==> config.mk <==
export PLATFORM = sky130hd
export DESIGN_NAME = ibus_arbiter_flat
export DESIGN_NICKNAME = d
export VERILOG_FILES = /design/src/rtl/ibus_arbiter_if.sv /design/src/rtl/ibus_arbiter.sv /design/src/flat_wrapper.sv
export SDC_FILE = /design/constraint.sdc
export NUM_CORES = 1
export LEC_CHECK = 0
export BUFFER_PORTS_ARGS = -buffer_cell sky130_fd_sc_hd__buf_2
export CORE_AREA = 2 2 93 95
export CTS_BUF_LIST = sky130_fd_sc_hd__clkbuf_4
export CTS_CLUSTER_SIZE = 12
export DETAILED_ROUTE_END_ITERATION = 10
export DIE_AREA = 0 0 95 97
export GPL_TIMING_DRIVEN = 0
export SLEW_MARGIN = 20
export SYNTH_ARGS = -nofsm -noshare
export SYNTH_HDL_FRONTEND = slang
export SYNTH_SLANG_ARGS = --single-unit
==> constraint.sdc <==
create_clock -name clk -period 4 [get_ports clk]
set_input_delay 0.8 -clock clk [delete_from_list [all_inputs] [get_ports clk]]
set_output_delay 0.8 -clock clk [all_outputs]
set_load 0.02 [all_outputs]
==> src/rtl/ibus_arbiter_if.sv <==
// Bundle that carries the two requester ports and the shared instruction bus.
// slave is the arbiter's view; master is the view of the environment around it.
interface ibus_arbiter_if #(
   parameter int unsigned ADDR_WIDTH = 32,
   parameter int unsigned DATA_WIDTH = 64
);
   logic [1:0]                 req_read;
   logic [1:0][ADDR_WIDTH-1:0] req_addr;
   logic [1:0]                 req_stall;
   logic [1:0]                 req_flush;
   logic [1:0]                 resp_valid;
   logic [DATA_WIDTH-1:0]      resp_data;
   logic                       m_read;
   logic [ADDR_WIDTH-1:0]      m_address;
   logic                       m_stall;
   logic                       m_valid;
   logic [DATA_WIDTH-1:0]      m_rddata;

   modport slave (
      input  req_read, req_addr, req_flush, m_stall, m_valid, m_rddata,
      output req_stall, resp_valid, resp_data, m_read, m_address
   );

   modport master (
      output req_read, req_addr, req_flush, m_stall, m_valid, m_rddata,
      input  req_stall, resp_valid, resp_data, m_read, m_address
   );
endinterface

==> src/rtl/ibus_arbiter.sv <==
// Round-robin arbiter sharing one pipelined instruction bus between fetch and
// prefetch; an in-order tag FIFO routes each response back to its issuer.
module ibus_arbiter #(
   parameter int unsigned ADDR_WIDTH      = 32,
   parameter int unsigned DATA_WIDTH      = 64,
   parameter int unsigned MAX_OUTSTANDING = 4
) (
   input  logic          clk,
   input  logic          rst,
   ibus_arbiter_if.slave bus,
   output logic          err
);
   localparam int unsigned PTR_W = $clog2(MAX_OUTSTANDING);
   localparam int unsigned CNT_W = PTR_W + 1;

   typedef enum logic {
      REQ_IFU  = 1'b0,
      REQ_PREF = 1'b1
   } req_id_e;

   typedef struct packed {
      req_id_e id;
      logic    squash;
   } tag_t;

   tag_t             tag_q [MAX_OUTSTANDING];
   tag_t             tag_d [MAX_OUTSTANDING];
   logic [PTR_W-1:0] wr_ptr_q, wr_ptr_d;
   logic [PTR_W-1:0] rd_ptr_q, rd_ptr_d;
   logic [CNT_W-1:0] count_q, count_d;
   req_id_e          last_grant_q, last_grant_d;
   logic             err_q, err_d;

   logic                  full, empty;
   logic [1:0]            eligible;
   req_id_e               grant;
   logic                  grant_valid;
   logic                  accept;
   logic                  pop;
   tag_t                  head;
   logic [ADDR_WIDTH-1:0] addr_mux;
   logic [DATA_WIDTH-1:0] data_mux;

   assign full  = (count_q == CNT_W'(MAX_OUTSTANDING));
   assign empty = (count_q == '0);

   // Full blocks issue even if a pop lands this cycle: keeps m_valid off the m_read path.
   assign eligible = bus.req_read & ~bus.req_flush & {2{~full & ~rst}};

   always_comb begin
      grant       = REQ_IFU;
      grant_valid = |eligible;
      if (eligible == 2'b11) begin
         grant = (last_grant_q == REQ_IFU) ? REQ_PREF : REQ_IFU;
      end else if (eligible[1]) begin
         grant = REQ_PREF;
      end
   end

   assign accept   = grant_valid & ~bus.m_stall;
   assign addr_mux = bus.req_addr[grant];
   assign data_mux = bus.m_rddata;

   assign bus.m_read    = grant_valid;
   assign bus.m_address = addr_mux;
   assign bus.resp_data = data_mux;

   assign bus.req_stall[0] = bus.req_read[0] & ~(accept & (grant == REQ_IFU));
   assign bus.req_stall[1] = bus.req_read[1] & ~(accept & (grant == REQ_PREF));

   assign head = tag_q[rd_ptr_q];
   assign pop  = bus.m_valid & ~empty & ~rst;

   // A flush landing on the popping head squashes it in the same cycle.
   always_comb begin
      bus.resp_valid = '0;
      if (pop && !head.squash && !bus.req_flush[head.id]) begin
         bus.resp_valid[head.id] = 1'b1;
      end
   end

   always_comb begin
      for (int unsigned i = 0; i < MAX_OUTSTANDING; i++) begin
         tag_d[i] = tag_q[i];
         if (bus.req_flush[tag_q[i].id]) begin
            tag_d[i].squash = 1'b1;
         end
      end
      if (accept) begin
         tag_d[wr_ptr_q] = '{id: grant, squash: 1'b0};
      end
      wr_ptr_d     = wr_ptr_q + PTR_W'(accept);
      rd_ptr_d     = rd_ptr_q + PTR_W'(pop);
      count_d      = count_q + CNT_W'(accept) - CNT_W'(pop);
      last_grant_d = accept ? grant : last_grant_q;
      err_d        = err_q | (bus.m_valid & empty);
   end

   always_ff @(posedge clk) begin
      if (rst) begin
         for (int unsigned i = 0; i < MAX_OUTSTANDING; i++) begin
            tag_q[i] <= '0;
         end
         wr_ptr_q     <= '0;
         rd_ptr_q     <= '0;
         count_q      <= '0;
         last_grant_q <= REQ_PREF;
         err_q        <= 1'b0;
      end else begin
         for (int unsigned i = 0; i < MAX_OUTSTANDING; i++) begin
            tag_q[i] <= tag_d[i];
         end
         wr_ptr_q     <= wr_ptr_d;
         rd_ptr_q     <= rd_ptr_d;
         count_q      <= count_d;
         last_grant_q <= last_grant_d;
         err_q        <= err_d;
      end
   end

   assign err = err_q;
endmodule

==> src/flat_wrapper.sv <==
// flat-port wrapper written by rule: the top's interface ports become plain ports
module ibus_arbiter_flat 
#(
   parameter int unsigned ADDR_WIDTH      = 32,
   parameter int unsigned DATA_WIDTH      = 64,
   parameter int unsigned MAX_OUTSTANDING = 4
)
  (clk, rst, err, bus_req_read, bus_req_addr, bus_req_flush, bus_m_stall, bus_m_valid, bus_m_rddata, bus_req_stall, bus_resp_valid, bus_resp_data, bus_m_read, bus_m_address);
  ibus_arbiter_if #(.ADDR_WIDTH(ADDR_WIDTH), .DATA_WIDTH(DATA_WIDTH)) bus_i ();
  input  logic clk;
  input  logic rst;
  output logic err;
  input wire logic [$bits(bus_i.req_read)-1:0] bus_req_read;
  input wire logic [$bits(bus_i.req_addr)-1:0] bus_req_addr;
  input wire logic [$bits(bus_i.req_flush)-1:0] bus_req_flush;
  input wire logic [$bits(bus_i.m_stall)-1:0] bus_m_stall;
  input wire logic [$bits(bus_i.m_valid)-1:0] bus_m_valid;
  input wire logic [$bits(bus_i.m_rddata)-1:0] bus_m_rddata;
  output wire logic [$bits(bus_i.req_stall)-1:0] bus_req_stall;
  output wire logic [$bits(bus_i.resp_valid)-1:0] bus_resp_valid;
  output wire logic [$bits(bus_i.resp_data)-1:0] bus_resp_data;
  output wire logic [$bits(bus_i.m_read)-1:0] bus_m_read;
  output wire logic [$bits(bus_i.m_address)-1:0] bus_m_address;
  assign bus_i.req_read = bus_req_read;
  assign bus_i.req_addr = bus_req_addr;
  assign bus_i.req_flush = bus_req_flush;
  assign bus_i.m_stall = bus_m_stall;
  assign bus_i.m_valid = bus_m_valid;
  assign bus_i.m_rddata = bus_m_rddata;
  assign bus_req_stall = bus_i.req_stall;
  assign bus_resp_valid = bus_i.resp_valid;
  assign bus_resp_data = bus_i.resp_data;
  assign bus_m_read = bus_i.m_read;
  assign bus_m_address = bus_i.m_address;
  ibus_arbiter #(.ADDR_WIDTH(ADDR_WIDTH), .DATA_WIDTH(DATA_WIDTH), .MAX_OUTSTANDING(MAX_OUTSTANDING)) u_core (.clk(clk), .rst(rst), .bus(bus_i), .err(err));
endmodule
==> summary.txt <==
Timing
  – Worst slew pin tran: 445 ps
  – RSZ-0062 raised after global routing: no
  – Fin crit share: 0.774
  – Rel. slew slack: 0.701
  – Worst clock skew: 8.17 ps
  – Final Max Tran Viols: 0
  – Min cycle time layout: 3100 ps
  – Endpoints failing setup: 0
  – Fin. Hold Viols: 0
  – Setup TNS Final: 0 ps
  – FMAX: 0.323 GHz
  – Final worst slack: 903 ps

Final layout
  – Final instance area: 2780 um^2
  – Commonest cells after routing, fill and taps aside: 172 x buf_2, 66 x buf_4, 36 x mux2_2
  – Most common cell after layout, fill and taps aside: buf_2
  – Fraction of layout cells with a size suffix above 1: 0.786
  – Ant diodes: 0
  – Number of nets in the layout: 505
  – Area Overhead vs Synth: 58.1%

Place
  – DP HPWL: 4690 um
  – Place WS: 868 ps
  – Cell Area, Placed: 2750 um^2
  – Routability cong.: 0.738
  – Port Buf Inserts: 172

Worst setup path
  – Critical Path Source: bus_req_flush[0]
  – Worst path arrival time: 2300 ps
  – Worst-path fanout max: 10
  – Startpoint types: primary input
  – Crit path required time: 3200 ps
  – Worst Setup End Kind: output pin
  – RR Startpoint: u_core.count_q[1]
  – Crit Path Category: primary input to output pin

Floorplan
  – I/O Pins: 238
  – Die H: 97 um
  – Total core area: 8130 um^2
  – Die Footprint: 9220 um^2
  – Starting Density: 0.216
  – FP Rows: 33
  – Die X: 95 um

Clocking
  – Clock latency at the later pin of the worst-skew pair: 290 ps
  – PostCTS Resize Cnt: 0
  – Post-CTS Hold Fix Bufs: 0
  – Reg clk slew, reported paths: 100 ps
  – Max Root-Sink Buffers: 2
  – CTS Sinks: 17
  – Max H-tree Level: 1
  – Setup Fix Bufs, Post-CTS: 0
  – TritonCTS clock tree: yes
  – CTS Buf Count: 3
  – CTS Root Cell: clkbuf_4

Run
  – Maxcap violations: 0

Drt
  – Remaining DRCs: 0
  – Via count: 1,904
  – WL/cell: 11.4 um
  – Via density: 4.05
  – Final WL: 5370 um
  – Pre-Repair DR Iteration Count: 4
  – Routed Antenna Nets: 0
  – Drt first-iter violations: 45

Synth
  – Area leader, netlist: buf_4
  – Syn nets: 328
  – Seq/Total Area, Yosys: 0.194
  – Top cells by area, synth: buf_4 28%, mux2_2 23%, dfxtp_1 19%
  – Syn avg cell area: 9.29 um^2
  – Post-synth EDFFs: 0
  – Netlist cell types: 36
  – Post-Synthesis Cells: 189
  – Top FF cell, synth: dfxtp_1
  – Asr flop ratio synth: 0
  – Synth warn: 0
  – Flops & latches, synth: 17
  – Top cell type's share of synthesized area: 0.282
  – Post-Syn Area: 1760 um^2

Global routing
  – Largest net degree at the start of global routing: 11
  – Number of global-route vias before repair: 1,776
  – Total GRT Usage: 0.102
  – Remaining Overflow, GRT: 0
  – Initial antenna violation count: 0
  – First-pass GRT wire length: 7730 um

Run status
  – Status: complete, no violations

Pwr
  – PD cells: 247 nW/um^2
  – Max VDD drop: 0.113 mV
  – Pleak: 1.49 nW

Worst hold path
  – Hold path start: u_core.last_grant_q
  – Hold Crit Class: flip-flop to flip-flop
## layout make-up
type                            instances  area [um^2]
Sequential cell                        17          340
Timing Repair Buffer                  172          861
Fill cell                             854         5360
Tap cell                              105          131
Clock buffer                            3         22.5
Buffer                                 71          529
Inverter                                6         22.5
Clock inverter                          1         5.00
Multi-Input combinational cell         95          863
## path summary, 6_finish.rpt
| path | to | slack, ps | cells past startpoint |
|---|---|---|---|
| max reg2reg | u_core.count_q[2] | 1580 | 9 |
| max | bus_m_address[12] | 900 | 7 |
| min reg2reg | u_core.last_grant_q | 450 | 2 |
| min | u_core.last_grant_q | 450 | 2 |
## stage by stage
step	std cells	utilization	total power, mW	hold WS (ps)
finish	470	0.341	0.685	448
global route	470	0.341	0.733	480
global placement	466	0.338	0.592	427
floorplan	189	-	0.477	408
CTS	470	0.341	0.692	448
detailed placement	466	0.338	0.599	434
## routing by layer
metal | global-route usage | share of wire | up-vias
met1 | 0.103 | 0.35 | 838
met4 | 0.0245 | 0.011 | 0
li1 | - | - | 941
met5 | 0 | 0 | -
met2 | 0.210 | 0.52 | 119
met3 | 0.0148 | 0.12 | 6
## synth_stat cells, types with 2 or more instances
master,number
dfxtp_1,17
buf_6,2
mux4_2,2
a21oi_1,3
buf_4,66
xnor2_1,3
o21ai_0,3
a31oi_1,3
nor2_1,6
nor2b_1,4
clkbuf_1,3
nand4_1,3
nor3_1,4
mux2_2,36
nand2_1,4
nand2b_1,2
ha_1,2
o311ai_0,2
inv_1,5
a211oi_1,3
## where the power goes
part	switching [mW]	internal, mW	total, mW	leakage (nW)
clock	0.0555	0.0371	0.0926	0.0177
combinational	0.199	0.186	0.385	1.33
sequential	0.0190	0.188	0.208	0.139
total	0.274	0.412	0.685	1.49
## worst max-delay path: stages
cell	delay, ps
buf_2	140
and3b_1	210
nor4_4	300
buf_6	200
buf_6	150
mux2_2	330
buf_2	160
## kinds of logic after synthesis
family,share of synthesized area
buffers and inverters,0.314
muxes,0.257
and+or+nand+nor,0.110
AOI/OAI and AO/OA,0.0791
DFF,0.194
xor gates and xnor gates,0.0200
adders and majority gates,0.0257
Power figures use the tool's default switching activity.
